### config.mk
export PLATFORM = sky130hd
export DESIGN_NAME = sdram_read
export DESIGN_NICKNAME = d
export VERILOG_FILES = /design/src/rtl/sdram_read_pkg.sv /design/src/rtl/sdram_read_capture.sv /design/src/rtl/sdram_read.sv
export SDC_FILE = /design/constraint.sdc
export NUM_CORES = 1
export LEC_CHECK = 0
export CAP_MARGIN = 10
export CORE_MARGIN = 4
export CORE_UTILIZATION = 59
export CTS_BUF_LIST = sky130_fd_sc_hd__clkbuf_16
export DETAILED_ROUTE_END_ITERATION = 8
export PLACE_DENSITY = 0.95
export SYNTH_ARGS = -nofsm -noshare
export SYNTH_HDL_FRONTEND = slang
export SYNTH_HIERARCHICAL = 1
export SYNTH_SLANG_ARGS = --single-unit
### constraint.sdc
create_clock -name clk -period 5.18 [get_ports clk]
set_input_delay 1.295 -clock clk [delete_from_list [all_inputs] [get_ports clk]]
set_output_delay 1.295 -clock clk [all_outputs]
set_load 0.01 [all_outputs]
### src/rtl/sdram_read_pkg.sv
// Shared SDRAM definitions: command encodings, timing defaults, address fields, read FSM states.
// SDRAM_READ_CAS3_EN selects CAS latency 3; otherwise CAS latency is 2.
package sdram_read_pkg;

  typedef enum logic [2:0] {
    CMD_LMR   = 3'b000,
    CMD_REF   = 3'b001,
    CMD_PRE   = 3'b010,
    CMD_ACT   = 3'b011,
    CMD_WRITE = 3'b100,
    CMD_READ  = 3'b101,
    CMD_TERM  = 3'b110,
    CMD_NOP   = 3'b111
  } sdram_cmd_t;

  localparam int unsigned T_RCD_CYC_DEF = 3;
  localparam int unsigned T_RP_CYC_DEF  = 3;
`ifdef SDRAM_READ_CAS3_EN
  localparam int unsigned CAS_LATENCY   = 3;
`else
  localparam int unsigned CAS_LATENCY   = 2;
`endif

  localparam int unsigned BANK_W = 2;
  localparam int unsigned ROW_W  = 12;
  localparam int unsigned COL_W  = 8;
  localparam int unsigned ADDR_W = BANK_W + ROW_W + COL_W;
  localparam int unsigned DQ_W   = 16;
  localparam int unsigned DQM_W  = 2;
  localparam int unsigned CNT_W  = 24;
  localparam int unsigned DLY_W  = 8;

  typedef enum logic [3:0] {
    ST_IDLE,
    ST_WAIT,
    ST_ACTIVATE,
    ST_READ_COMMAND,
    ST_READ_TOP,
    ST_READ_BOTTOM,
    ST_BURST_TERMINATE,
    ST_PRECHARGE,
    ST_DRAIN
  } rd_state_t;

endpackage

### src/rtl/sdram_read_capture.sv
// Read-beat capture: CL-deep wanted-tag pipeline aligned to DQ, pairs beats into 32-bit FIFO words.
module sdram_read_capture
  import sdram_read_pkg::*;
#(
  parameter int unsigned CL = CAS_LATENCY
) (
  input  logic              clk,
  input  logic              rst,
  input  logic              beat_tag,
  input  logic [DQ_W-1:0]   data_in,
  output logic [2*DQ_W-1:0] fifo_data,
  output logic              fifo_write,
  output logic              busy
);

  logic [CL-1:0]   tag_pipe;
  logic            have_upper;
  logic [DQ_W-1:0] upper;

  always_ff @(posedge clk or posedge rst) begin
    if (rst) begin
      tag_pipe   <= '0;
      have_upper <= 1'b0;
      upper      <= '0;
      fifo_data  <= '0;
      fifo_write <= 1'b0;
    end else begin
      tag_pipe   <= {tag_pipe[CL-2:0], beat_tag};
      fifo_write <= 1'b0;
      if (tag_pipe[CL-1]) begin
        if (!have_upper) begin
          upper      <= data_in;
          have_upper <= 1'b1;
        end else begin
          fifo_data  <= {upper, data_in};
          fifo_write <= 1'b1;
          have_upper <= 1'b0;
        end
      end
    end
  end

  assign busy = beat_tag | (|tag_pipe) | have_upper;

endmodule

### src/rtl/sdram_read.sv
// SDRAM full-page read path: activates a row, streams beats into a FIFO, splits at row end or refresh.
// Build with SDRAM_READ_CAS3_EN for CAS latency 3 (default 2).
module sdram_read
  import sdram_read_pkg::*;
#(
  parameter int unsigned T_RCD_CYC = T_RCD_CYC_DEF,
  parameter int unsigned T_RP_CYC  = T_RP_CYC_DEF
) (
  input  logic                  clk,
  input  logic                  rst,
  output logic [2:0]            command,
  output logic [ROW_W-1:0]      address,
  output logic [BANK_W-1:0]     bank,
  input  logic [DQ_W-1:0]       data_in,
  output logic [DQM_W-1:0]      data_mask,
  output logic                  idle,
  input  logic                  enable,
  input  logic [ADDR_W-1:0]     app_address,
  input  logic                  auto_refresh,
  output logic                  wait_for_refresh,
  output logic [2*DQ_W-1:0]     fifo_data,
  output logic                  fifo_write,
  input  logic                  fifo_ready,
  output logic                  fifo_activate,
  input  logic [CNT_W-1:0]      fifo_size
);

  rd_state_t         state, state_n;
  sdram_cmd_t        command_n;
  logic [ROW_W-1:0]  address_n;
  logic [BANK_W-1:0] bank_n;
  logic [DLY_W-1:0]  delay, delay_n;
  logic [ADDR_W-1:0] read_address, read_address_n, ra_inc;
  logic [CNT_W-1:0]  word_count, count_n, count_inc;
  logic              fifo_activate_n, wfr_n;
  logic              beat_tag, tag_n, busy;

  assign ra_inc    = read_address + 22'd2;
  assign count_inc = word_count + 1'b1;
  assign data_mask = '0;
  assign idle      = (delay == '0) && (state == ST_IDLE || state == ST_WAIT) && !busy;

  always_ff @(posedge clk or posedge rst) begin
    if (rst) begin
      state            <= ST_IDLE;
      command          <= CMD_NOP;
      address          <= '0;
      bank             <= '0;
      delay            <= '0;
      read_address     <= '0;
      word_count       <= '0;
      fifo_activate    <= 1'b0;
      wait_for_refresh <= 1'b0;
      beat_tag         <= 1'b0;
    end else begin
      state            <= state_n;
      command          <= command_n;
      address          <= address_n;
      bank             <= bank_n;
      delay            <= delay_n;
      read_address     <= read_address_n;
      word_count       <= count_n;
      fifo_activate    <= fifo_activate_n;
      wait_for_refresh <= wfr_n;
      beat_tag         <= tag_n;
    end
  end

  always_comb begin
    state_n         = state;
    command_n       = CMD_NOP;
    address_n       = address;
    bank_n          = bank;
    delay_n         = delay;
    read_address_n  = read_address;
    count_n         = word_count;
    fifo_activate_n = fifo_activate;
    wfr_n           = 1'b0;
    tag_n           = 1'b0;
    if (delay != '0) begin
      delay_n = delay - 1'b1;
    end else begin
      case (state)
        ST_IDLE: begin
          wfr_n = 1'b1;
          if (enable || fifo_ready) begin
            read_address_n = app_address;
            state_n        = ST_WAIT;
          end
        end
        ST_WAIT: begin
          if (auto_refresh) begin
            wfr_n = 1'b1;
          end else if (!fifo_activate) begin
            if (fifo_ready) begin
              fifo_activate_n = 1'b1;
              count_n         = '0;
            end else if (!enable) begin
              state_n = ST_IDLE;
            end
          end else if (word_count < fifo_size) begin
            state_n = ST_ACTIVATE;
          end else begin
            fifo_activate_n = 1'b0;
            delay_n         = DLY_W'(1);
          end
        end
        ST_ACTIVATE: begin
          command_n = CMD_ACT;
          bank_n    = read_address[ADDR_W-1 -: BANK_W];
          address_n = read_address[COL_W +: ROW_W];
          delay_n   = DLY_W'(T_RCD_CYC);
          state_n   = ST_READ_COMMAND;
        end
        ST_READ_COMMAND: begin
          command_n = CMD_READ;
          address_n = {4'b0, read_address[COL_W-1:0]};
          tag_n     = 1'b1;
          state_n   = ST_READ_BOTTOM;
        end
        ST_READ_TOP: begin
          tag_n   = 1'b1;
          state_n = ST_READ_BOTTOM;
        end
        // Bottom beat closes a word, so a split here never leaves half a word behind.
        ST_READ_BOTTOM: begin
          tag_n          = 1'b1;
          read_address_n = ra_inc;
          count_n        = count_inc;
          if (ra_inc[COL_W-1:0] == '0 || auto_refresh || count_inc == fifo_size)
            state_n = ST_BURST_TERMINATE;
          else
            state_n = ST_READ_TOP;
        end
        ST_BURST_TERMINATE: begin
          command_n = CMD_TERM;
          state_n   = ST_DRAIN;
        end
        ST_DRAIN: begin
          if (!busy) state_n = ST_PRECHARGE;
        end
        ST_PRECHARGE: begin
          command_n = CMD_PRE;
          delay_n   = DLY_W'(T_RP_CYC);
          state_n   = ST_WAIT;
        end
        default: state_n = ST_IDLE;
      endcase
    end
  end

  sdram_read_capture #(.CL(CAS_LATENCY)) u_capture (
    .clk        (clk),
    .rst        (rst),
    .beat_tag   (beat_tag),
    .data_in    (data_in),
    .fifo_data  (fifo_data),
    .fifo_write (fifo_write),
    .busy       (busy)
  );

endmodule

* Word-level counts from Yosys, hierarchy flattened *
Cells that the tools add are included.

storage, ports and cells
  register bits after elaboration = 130
  input port bits = 67

operators by class
  add/sub/neg operators = 3
  magnitude comparators = 1
  equality and inequality tests = 20
  multiplexer cells = 34
  bitwise logic cells = 5
  reduce and logical (&&, ||, !) cells = 28

operator list
  operator                                                             number
  24-bit two-way mux                                                   3
  24-bit one-hot mux with 2 select lines                               1
  22-bit one-hot mux with 2 select lines                               1
  8-bit two-way mux                                                    4
  4-bit one-hot mux with 8 select lines                                1
  4-bit two-way mux                                                    7
  24-bit by 1-bit adder with 24-bit output (second input constant)     1
  24-bit == test                                                       1
  24-bit less-than comparator                                          1
  12-bit one-hot mux with 2 select lines                               1
  22-bit by 2-bit adder with 22-bit output (second input constant)     1
  22-bit two-way mux                                                   1
  4-bit by 3-bit == test with 1-bit output (second input constant)     4
  8-bit zero test                                                      2
  8-bit one-hot mux with 2 select lines                                1
  3-bit one-hot mux with 4 select lines                                1
  1-bit two-way mux                                                    10
  3-bit by 2-bit != test with 1-bit output (second input constant)     3
  3-bit != test (second input constant)                                3
  4-bit by 2-bit == test with 1-bit output (second input constant)     2
  2-bit != test (second input constant)                                4
  2-bit AND reduction                                                  4
  8-bit nonzero test                                                   1
  8-bit by 1-bit subtractor with 8-bit output (second input constant)  1
  20 further kinds                                                     32

* Logic depth before layout (Yosys ltp) *
  depth after elaboration = 6
  gate-level depth with buffers = 10
  depth with buffers taken out = 9

* Modules after synthesis *
Netlist, hierarchy kept.

by module, submodules not included
  module              times used  cells an instance  area an instance (um^2)  sequential area each (um^2)
  sdram_read          1           700                5651.7                   1955.6
  sdram_read_capture  1           111                1981.9                   1301.2

* Least setup slack after synthesis *
Ideal clock, no wire load.

  path kind = flip-flop to output port
  start point = register delay[2]
  end point = output port idle
  data arrival time = 1.879 ns
  path slack = 2.006 ns
  cell stages (with the launch flop) = 7
  buffers on the path = 1
  path through = dfrtp_1 or4_4 or4_1 buf_4 nor2_1 nand2_1 nor2_1

between the ends
  word-level cells in the longest chain between the ends = 3

RTL lines
  element                         line              RTL
  from (decl)                     sdram_read.sv:32  logic [DLY_W-1:0] delay, delay_n;
  from (signal assigned)          sdram_read.sv:60  delay <= delay_n;
  8-bit zero test                 sdram_read.sv:41  assign idle = (delay == '0) && (state == ST_IDLE || state == ST_WAIT) && !busy;
  1-bit logical AND (2 in a row)  sdram_read.sv:41
  to (decl)                       sdram_read.sv:16  output logic idle,

Every way passes these cells.

* Worst setup path after layout *
Same ends and word-level chain as after synthesis.

==> run_results.csv <==
group,metric,value,unit
route,postRouteWirelength,20000,um
worst_setup_path,r2r_setup_slack,1.91,ns
synth,synth-main-ff-cell,"dfrtp_1",
grt,overflow,0,
cells_and_area,antenna_cells,0,
floorplan,die_y,122,um
placed_design,placed_area,8840,um2
worst_setup_path,crit_chain,"or4_4 > or4_1 > nor2_1 > nand2_1 > nor2_1 > clkdlybuf4s50_1",
worst_setup_path,critPathCaptureType,"primary output",
cts,cts.htree.levels,4,
synth,netlist_top_cells_area,"dfrtp_1 42%, mux2_2 6.0%, ha_1 4.6%",
grt,grt_max_degree,58,
synth,async_flop_share,1.00,
sta,grt_setup_unrepaired,"no",
grt,antenna_found_initial,0,
synth,yosys-top-cells-count,"127 x dfrtp_1, 80 x nand2_1, 56 x nor2_1",
synth,yosys_warnings,6,
placed_design,dpl.hpwl,13700,um
route,drtPass1Iterations,5,
floorplan,fp.dieW,122,um
cts,numCtsBuffers,17,
floorplan,die_area,14800,um2
sta,holdWs,0.373,ns
route,drc_errors,0,
job,max_cap_violations,0,
cts,clock-sinks,130,
min_path,holdPathStages,0,
cells_and_area,final_area,9390,um2
worst_setup_path,cp-start-kind,"flop",
floorplan,ioPinCount,122,
sta,slew_headroom,0.238,
sta,finClkSkew,0.0110,ns
synth,synth-seq-cells,130,
worst_setup_path,reg2reg_from,"delay[2]",
floorplan,core,12600,um2
power_and_ir_drop,vdd.ir_drop.worst,0.000171,V
sta,min_period_over_period,0.833,
synth,post-synth-top-count-cell,"dfrtp_1",
grt,track_usage,0.276,
synth,ys_types,67,
synth,yosysSeqAreaShare,0.427,
cells_and_area,fin_cells,1087,
sta,slew_violations,0,
sta,fmax,0.232,GHz
synth,yosys.area.top_type_share,0.416,
cells_and_area,syn_to_final_growth,23.0,%
route,drt-initial-drc-count,705,
grt,first_global_vias,6594,
power_and_ir_drop,power,2.35,mW
worst_setup_path,crit_path_max_incr_delay,0.63,ns
worst_setup_path,reg2regPathDepth,7,
synth,syn_inst,811,
worst_setup_path,crit_fanout,10,
route,antenna_left,0,
placed_design,port-buffer-count,119,
worst_setup_path,path_delay_family,"simple AND/OR/NAND/NOR gates",
min_path,hold_end,"u_capture/tag_pipe[1]",
synth,synth_largest_area_cell,"dfrtp_1",
power_and_ir_drop,power_density,251,nW/um2
placed_design,place_congestion,0.933,
cts,cts.clk_slew.worst_paths,0.06,ns
power_and_ir_drop,cellLeakagePower,4.04,nW
grt,grt_pass1_wl,32500,um
cts,worst_skew_pair.late_latency,0.42,ns
worst_setup_path,worstSetupPathType,"flop to primary output",
sta,setup-tns-final,0,ns
cts,cts_resized,0,
worst_setup_path,cp_slowest_cell,"or4_1",
synth,synthesis.area,7630,um2
floorplan,initial_core_util,0.605,
sta,finalHoldViolations,0,
worst_setup_path,crit_required,3.88,ns
cts,cts-root-buf,"clkbuf_16",
route,vias,6761,
placed_design,dp_cells,1058,
run_status,outcome,"completed",
min_path,worstHoldStart,"u_capture/tag_pipe[0]",
route,avgRoutedWirePerCell,18.4,um
cells_and_area,final_util,0.744,
floorplan,rows,41,
placed_design,place_ws,1.27,ns
synth,syn_area_per_cell,9.41,um2
sta,tightest_slew,1.13,ns
sta,setup_ws,0.863,ns
cts,cts_setup_buffers,0,
min_path,hold_class,"flop to flop",
cts,cts_tree,"done",
cts,hold_buffers,0,
worst_setup_path,worstPathArrival,3.02,ns
synth,synth_edf_count,0,
sta,setup-violations-final,0,
worst_setup_path,cpMostUsedCell,"nor2_1",
route,vias_per_cell,6.22,
sta,period_minus_slack,4.32,ns
cts,clockBufferDepth,2,
cells_and_area,layout-drive-gt1-share,0.123,
worst_setup_path,path_buf_inv,1,
worst_setup_path,regToRegEndpoint,"read_address[10]",
cells_and_area,nNetsFinal,1000,
power breakdown:
part,switching [mW],internal [mW]
registers,0.00857,1.03
clock network,0.406,0.733
logic,0.0799,0.0943
sequential cells by signal (all words and copies together), names as in the netlist, 2 cells and up:
name,count
address,12
u_capture/tag_pipe,2
word_count,24
u_capture/fifo_data,32
bank,2
state,4
u_capture/upper,16
read_address,22
delay,8
command,3
cells in the final DEF (no fill, tap or decap), types with 8 or more instances in the layout:
cell type	count
nand2_1	80
mux2_2	41
dfrtp_1	127
nand3_1	42
a32oi_1	10
nor4_1	10
xnor2_1	20
buf_4	8
ha_1	28
clkbuf_16	17
nand4_1	16
a21oi_2	8
a21oi_1	50
nor3_1	13
o21ai_0	55
and3_1	14
nor2_1	56
mux2_4	10
inv_1	45
xor2_1	16
clkdlybuf4s50_1	119
mux2i_1	17
per-layer routing:
| layer | track usage | share of wire | routed length, um |
|---|---|---|---|
| met5 | 0 | 0 | 0 |
| met4 | 0.126 | 0.034 | 678 |
| met3 | 0.0706 | 0.096 | 1910 |
| met2 | 0.451 | 0.48 | 9560 |
| met1 | 0.345 | 0.39 | 7810 |
worst register-to-register path, cell delays in order (launching register included):
cell     delay, ns
dfrtp_1       0.42
or4_4         0.58
or4_1         0.63
or4_4         0.71
nand2_2       0.46
nand3_1       0.13
o21ai_0       0.11
a32oi_1       0.08
area by class of cell:
| class | instances | area [um2] |
|---|---|---|
| Clock buffer | 17 | 425 |
| Multi-Input combinational cell | 585 | 3950 |
| Inverter | 44 | 166 |
| Sequential cell | 130 | 3260 |
| Clock inverter | 12 | 128 |
| Fill cell | 860 | 3230 |
| Tap cell | 172 | 215 |
| Timing Repair Buffer | 127 | 1250 |
worst max-delay path by stage:
stage                              from    endpoint  slack [ns]  depth (start not counted)
after floorplan                     rst  address[0]        1.89                          1
after CTS                      delay[2]        idle        0.87                          6
after detailed placement  fifo_size[23]    delay[0]        1.27                         10
final                          delay[2]        idle        0.86                          6
after global placement    fifo_size[23]    delay[0]        1.32                         10
after global routing           delay[2]        idle        0.72                          6
cells by family (layout without fill, tap and decap cells):
family | Yosys count | in the layout | share of synthesized area
compound gates | 176 | 176 | 0.145
simple gates | 274 | 274 | 0.178
other cells | 1 | 2 | 0.000491
fa+ha+maj | 28 | 28 | 0.0459
mux | 68 | 68 | 0.102
buf+inv | 97 | 200 | 0.0572
xor+xnor | 37 | 37 | 0.0443
flops | 130 | 130 | 0.427
(Power assumes the default switching activity.)
